$ cat src/rtl/score_display_pkg.sv
// Shared constants and helpers for the score display: segment table,
// blank pattern, game-state bit positions and the hit popcount.
package score_display_pkg;

  localparam logic [7:0]  SSD_BLANK = 8'hFF;
  localparam logic [15:0] BCD_MAX   = 16'h9999;

  // Bit positions inside the packed {lose, win, playing, start} state vector
  localparam int ST_START   = 0;
  localparam int ST_PLAYING = 1;
  localparam int ST_WIN     = 2;
  localparam int ST_LOSE    = 3;

  typedef logic [3:0] bcd_digit_t;

  // Active-low cathodes {a,b,c,d,e,f,g,dp}; decimal point always off
  function automatic logic [7:0] seg_decode(input bcd_digit_t d);
    logic [6:0] s;
    case (d)
      4'd0:    s = 7'b0000001;
      4'd1:    s = 7'b1001111;
      4'd2:    s = 7'b0010010;
      4'd3:    s = 7'b0000110;
      4'd4:    s = 7'b1001100;
      4'd5:    s = 7'b0100100;
      4'd6:    s = 7'b0100000;
      4'd7:    s = 7'b0001111;
      4'd8:    s = 7'b0000000;
      4'd9:    s = 7'b0000100;
      default: s = 7'b1111111;
    endcase
    return {s, 1'b1};
  endfunction

  function automatic logic [1:0] popcount3(input logic [2:0] v);
    return {1'b0, v[0]} + {1'b0, v[1]} + {1'b0, v[2]};
  endfunction

endpackage

$ cat src/rtl/score_display_bcd_add_sat.sv
// Combinational 4-digit BCD plus a 0..3 increment, clamped at 9999.
module bcd_add_sat
  import score_display_pkg::*;
(
  input  logic [15:0] i_a,
  input  logic [1:0]  i_inc,
  output logic [15:0] o_sum
);

  logic [15:0] w_raw;
  logic [1:0]  w_c;
  logic [4:0]  w_t;

  // Ripple the increment through the digits; any carry out of digit 3 saturates
  always_comb begin
    w_raw = 16'h0000;
    w_c   = i_inc;
    w_t   = 5'd0;
    for (int i = 0; i < 4; i++) begin
      w_t = {1'b0, i_a[4*i +: 4]} + {3'b000, w_c};
      if (w_t > 5'd9) begin
        w_raw[4*i +: 4] = w_t[3:0] - 4'd10;
        w_c             = 2'd1;
      end else begin
        w_raw[4*i +: 4] = w_t[3:0];
        w_c             = 2'd0;
      end
    end
    if (w_c != 2'd0) begin
      o_sum = BCD_MAX;
    end else begin
      o_sum = w_raw;
    end
  end

endmodule

$ cat src/rtl/score_display.sv
// Game score keeper with high-score latch and an 8-digit multiplexed
// seven-segment driver (score on digits 0..3, high score on 4..7).
module score_display
  import score_display_pkg::*;
#(
  parameter int SCAN_DIV  = 18,
  parameter int BLINK_DIV = 25
) (
  input  logic        clk,
  input  logic        reset_n,
  input  logic [2:0]  enemy_hit,
  input  logic        game_start,
  input  logic        game_playing,
  input  logic        game_win,
  input  logic        game_lose,
  output logic [15:0] score_bcd,
  output logic [15:0] high_bcd,
  output logic [7:0]  an,
  output logic [7:0]  cath
);

  localparam int SCAN_W  = SCAN_DIV + 3;
  localparam int BLINK_W = BLINK_DIV + 1;

  logic [3:0]         w_state;
  logic [3:0]         r_state_prev;
  logic               w_start_rise;
  logic               w_end_entry;
  logic [1:0]         w_inc;
  logic [15:0]        w_sum;
  logic [15:0]        w_score_nxt;
  logic [SCAN_W-1:0]  r_scan;
  logic [BLINK_W-1:0] r_blink;
  logic [2:0]         w_digit;
  logic [3:0]         w_nibble;
  logic               w_blank;
  logic               w_blink_off;
  logic [7:0]         w_an_nxt;
  logic [7:0]         w_cath_nxt;

  assign w_state[ST_START]   = game_start;
  assign w_state[ST_PLAYING] = game_playing;
  assign w_state[ST_WIN]     = game_win;
  assign w_state[ST_LOSE]    = game_lose;

  assign w_start_rise = w_state[ST_START] & ~r_state_prev[ST_START];
  assign w_end_entry  = (w_state[ST_WIN]  & ~r_state_prev[ST_WIN]) |
                        (w_state[ST_LOSE] & ~r_state_prev[ST_LOSE]);
  assign w_inc        = game_playing ? popcount3(enemy_hit) : 2'd0;

  bcd_add_sat u_add (
    .i_a   (score_bcd),
    .i_inc (w_inc),
    .o_sum (w_sum)
  );

  // Start wins over a same-cycle hit
  always_comb begin
    w_score_nxt = w_sum;
    if (w_start_rise) begin
      w_score_nxt = 16'h0000;
    end else begin
      w_score_nxt = w_sum;
    end
  end

  // Previous state bits for start and win/lose edge detection
  always_ff @(posedge clk or negedge reset_n) begin
    if (!reset_n) begin
      r_state_prev <= 4'b0000;
    end else begin
      r_state_prev <= w_state;
    end
  end

  // Score register and high-score latch; the compared score already includes this cycle's hits
  always_ff @(posedge clk or negedge reset_n) begin
    if (!reset_n) begin
      score_bcd <= 16'h0000;
      high_bcd  <= 16'h0000;
    end else begin
      score_bcd <= w_score_nxt;
      if (w_end_entry && (w_score_nxt > high_bcd)) begin
        high_bcd <= w_score_nxt;
      end
    end
  end

  // Free-running digit scan and blink phase; blink restarts on every win/lose entry
  always_ff @(posedge clk or negedge reset_n) begin
    if (!reset_n) begin
      r_scan  <= '0;
      r_blink <= '0;
    end else begin
      r_scan <= r_scan + SCAN_W'(1);
      if (w_end_entry) begin
        r_blink <= '0;
      end else begin
        r_blink <= r_blink + BLINK_W'(1);
      end
    end
  end

  assign w_digit     = r_scan[SCAN_W-1:SCAN_DIV];
  assign w_blink_off = (game_win | game_lose) & r_blink[BLINK_DIV];

  // Digit source selection with leading-zero blanking on score digits 3..1
  always_comb begin
    w_nibble = 4'd0;
    w_blank  = 1'b0;
    case (w_digit)
      3'd0: begin
        w_nibble = score_bcd[3:0];
        w_blank  = w_blink_off;
      end
      3'd1: begin
        w_nibble = score_bcd[7:4];
        w_blank  = w_blink_off | (score_bcd[15:4] == 12'h000);
      end
      3'd2: begin
        w_nibble = score_bcd[11:8];
        w_blank  = w_blink_off | (score_bcd[15:8] == 8'h00);
      end
      3'd3: begin
        w_nibble = score_bcd[15:12];
        w_blank  = w_blink_off | (score_bcd[15:12] == 4'h0);
      end
      3'd4:    w_nibble = high_bcd[3:0];
      3'd5:    w_nibble = high_bcd[7:4];
      3'd6:    w_nibble = high_bcd[11:8];
      3'd7:    w_nibble = high_bcd[15:12];
      default: begin
        w_nibble = 4'd0;
        w_blank  = 1'b1;
      end
    endcase
  end

  assign w_an_nxt   = ~(8'd1 << w_digit);
  assign w_cath_nxt = w_blank ? SSD_BLANK : seg_decode(w_nibble);

  // Registered display drive
  always_ff @(posedge clk or negedge reset_n) begin
    if (!reset_n) begin
      an   <= 8'hFF;
      cath <= SSD_BLANK;
    end else begin
      an   <= w_an_nxt;
      cath <= w_cath_nxt;
    end
  end

endmodule

$ cat config.mk
export PLATFORM = sky130hd
export DESIGN_NAME = score_display
export DESIGN_NICKNAME = d
export VERILOG_FILES = /design/src/rtl/score_display_pkg.sv /design/src/rtl/score_display_bcd_add_sat.sv /design/src/rtl/score_display.sv
export SDC_FILE = /design/constraint.sdc
export NUM_CORES = 1
export LEC_CHECK = 0
export ABC_AREA = 1
export BUFFER_PORTS_ARGS = -buffer_cell sky130_fd_sc_hd__clkbuf_2
export CAP_MARGIN = 20
export CORE_MARGIN = 1
export CORE_UTILIZATION = 40
export CTS_CLUSTER_SIZE = 16
export DETAILED_ROUTE_END_ITERATION = 12
export MAX_ROUTING_LAYER = met4
export PLACE_DENSITY = 0.59
export SLEW_MARGIN = 5
export SYNTH_ARGS = -nofsm -noshare
export SYNTH_HDL_FRONTEND = slang
export SYNTH_SLANG_ARGS = --single-unit
$ cat constraint.sdc
create_clock -name clk -period 7.2 [get_ports clk]
set_input_delay 1.44 -clock clk [delete_from_list [all_inputs] [get_ports clk]]
set_output_delay 1.44 -clock clk [all_outputs]
set_load 0.03 [all_outputs]
==> results by group <==
Final layout
  • # diodes: 0
  • Fin util: 53.48%
  • Area Overhead vs Synth: 29.22%
  • Sequential cell area: 2446 um2
  • Nets: 841
  • Multi-input logic area: 3137 um2
  • Layout cells sized above 1: 29.66%
  • Filler cells: 1219

STA
  • Max-slew violations: 0
  • Clk_skew: 0.01121 ns
  • Fin crit share: 97.09%
  • Final setup viols: 0
  • Worst relative slew slack: 20.19%
  • Crit path time final: 6.991 ns
  • Sum of negative setup slack: 0 ns
  • Final Hold Vio Count: 0
  • Measured slew at the worst slew-check pin: 1.193 ns
  • Max Freq: 143.0 MHz

Synthesis
  • Xor/xnor share of the synthesized area: 6.342%
  • Register area share after synthesis: 44.28%
  • Synth top area share: 37.15%
  • EDFF count, synth: 0
  • Synth cell types: 40
  • Combinational family with the most area after synthesis: simple AND/OR/NAND/NOR gates
  • Yosys warnings: 0
  • Seq cells post-synth: 97
  • Post-synthesis cell area: 5524 um2
  • Synth Area in Simple Gates: 28.47%
  • Synth top cells by count: nand2_1, inv_1, dfrtp_1, nor2_1, nand3_1
  • Synth Flop Type: dfrtp_1
  • Yosys top cell by area: dfrtp_1
  • Synth Instances: 682
  • Synth Area in Compound Gates: 4.870%
  • Syn_nets: 729
  • Most common cell in the netlist: nand2_1
  • Synth Area in Adders: 8.879%
  • Ys async rst share: 100.0%
  • Post-synthesis mux area share: 0%
  • Syn Area/Cell: 8.100 um2
  • Top cells by area, synth: dfrtp_1, nand2_1, ha_1, dfstp_2, inv_1

Worst setup path
  • Startpoint types: input pin
  • WS Path Type: in2reg
  • Crit-path max FO: 8
  • Worst flop-to-flop path startpoint: score_bcd[0]$_DFF_PN0_
  • Critical Path End Type: flop
  • Launch point of the worst path: enemy_hit[2]
  • CP most frequent cell: nand2_2
  • Critical Path Slowest Stage Cell: fa_1
  • Worst path required time: 7.43 ns
  • Crit path DAT: 7.22 ns
  • Max stage delay on crit path: 0.48 ns

CTS
  • H-tree depth: 3
  • Clk buf depth: 2
  • CTS buffer count: 9
  • Clock-pin slew on the worst setup and hold paths: 0.06 ns
  • Clock root buffer: clkbuf_16
  • Clk_lat worst skew: 0.36 ns
  • CTS Sinks: 97
  • TritonCTS clock tree: built

Global route
  • Most crowded layer after global routing: met2
  • First-pass GRT wire length: 23010 um
  • Pin count of the biggest net entering global routing: 74
  • Vias in the first global route: 4748
  • GRT met3 Usage: 4.040%
  • Gr usage total: 21.06%
  • Gr ovfl total: 0
  • Initial antenna violation count: 0
  • GRT met1 Usage: 29.32%
  • GR Util met2: 31.32%

Routing
  • Via count: 4827
  • Drt wl/cell: 14.39 um
  • DRT iter0 DRCs: 218
  • Post-route ant nets: 0
  • Drt pass-1 iters: 6
  • DR vias/cell: 4.951
  • Drt drc: 0
  • WL final: 14030 um

Die
  • Initial Util: 41.39%
  • Core ar.: 13350 um2
  • Die width: 119.5 um
  • I/O Pins: 57
  • Die area: 14280 um2
  • Row count: 42
  • Die Y-Extent: 119.5 um

Placement
  • PortBufs: 55
  • GPL Wtd Cong: 0.9542
  • DP Wirelength: 10380 um

Min path
  • Hold Crit Class: reg2reg
  • Hold_sp: r_scan[0]$_DFF_PN0_

Pwr
  • Pleak: 3.437 nW
  • VDD IR-drop max: 0.0001101 V
  • Pwr/cell area: 207.7 nW/um2

Run
  • MaxCap Viol Count: 0

Outcome
  • Status: complete, no violations
==> cells by family (layout without fill, tap and decap cells) <==
group,Yosys count,in the layout
and+or+nand+nor,361,361
DFF,97,97
buffers and inverters,97,214
AOI/OAI and AO/OA,48,48
xor gates and xnor gates,40,40
adders and majority gates,38,38
other,1,1
==> worst max-delay path: cells and delay by family <==
family,cells,cell delay [ns]
xor gates and xnor gates,1,0.13
buffers and inverters,5,0.44
adders and majority gates,10,2.29
and+or+nand+nor,25,2.61
AOI/OAI and AO/OA,2,0.26
==> report_power, final <==
group	switching, mW	total [mW]	internal [mW]
sequential	0.0248	0.616	0.591
clock	0.206	0.463	0.256
combinational	0.249	0.404	0.154
total	0.481	1.48	1.00
==> metrics by stage <==
step | setup WS (ns) | cell area (um2) | std cells | total power [mW] | hold WS, ns
after floorplan | 0.003133 | 5633 | 682 | 0.8632 | 0.4214
after global placement | -0.2871 | 6376 | 944 | 0.9831 | 0.4366
after detailed placement | -0.5025 | 6376 | 944 | 0.9867 | 0.4442
after CTS | 0.009511 | 6829 | 965 | 1.464 | 0.4525
after global routing | -0.1095 | 7138 | 975 | 1.568 | 0.4957
final | 0.2093 | 7138 | 975 | 1.482 | 0.4505
==> routing by layer <==
| metal | vias up | wire (um) | share of wire (%) |
|---|---|---|---|
| met4 | 0 | 228 | 1.6 |
| met2 | 98 | 6475 | 46 |
| met3 | 23 | 599 | 4.3 |
| met1 | 2307 | 6725 | 48 |
| met5 | - | 0 | 0 |
| li1 | 2399 | - | - |
==> layout by cell type, fill, tap and decap left out, types with 5 or more instances in the layout <==
cell / count
nor3_1: 15
dfstp_2: 15
nand2_4: 5
buf_6: 6
ha_4: 13
nand2_1: 145
a21oi_2: 7
a21oi_1: 11
inv_2: 10
xor2_1: 24
ha_1: 22
xnor2_1: 14
inv_1: 76
o21ai_1: 6
nor2_1: 75
clkbuf_16: 10
buf_4: 51
o21ai_0: 12
a21oi_4: 7
nand4_1: 18
clkbuf_2: 54
nand3_1: 48
dfrtp_1: 82
nand2_2: 27
nor2_4: 5
==> what timing repair did <==
item / CTS / global route
resized for setup: 24 / 69
setup endpoints to repair: 16 / 16
cloned: 1 / 0
pin swaps: 9 / 29
buffers inserted: 4 / 13
hold buffers: 0 / 0
==> path summary, 6_finish.rpt <==
check	to	slack, ns	depth (start not counted)
max	high_bcd[10]$_DFFE_PN0P_	0.21	43
min reg2reg	r_scan[0]$_DFF_PN0_	0.45	1
max in group asynchronous	r_scan[7]$_DFF_PN0_	5.03	2
min	r_scan[0]$_DFF_PN0_	0.45	1
min in group asynchronous	score_bcd[0]$_DFF_PN0_	0.99	1
max reg2reg	high_bcd[10]$_DFFE_PN0P_	1.66	39
==> sequential cells by signal, summed over array words and instances, names as in the netlist <==
register,cells
r_blink,26
r_scan,21
r_state_prev,3
cath,7
high_bcd,16
an,8
score_bcd,16
==> final cells by class <==
class                   count  area share [%]
flip-flops and latches     97           34.27
clock buffers              12           3.611
repair buffers            111           10.10
inverters                  87           4.610
well taps                 176           3.085
multi-input cells         488           43.94
clock inverters             4          0.3856
Note: power is estimated with default switching activity, not from simulation.
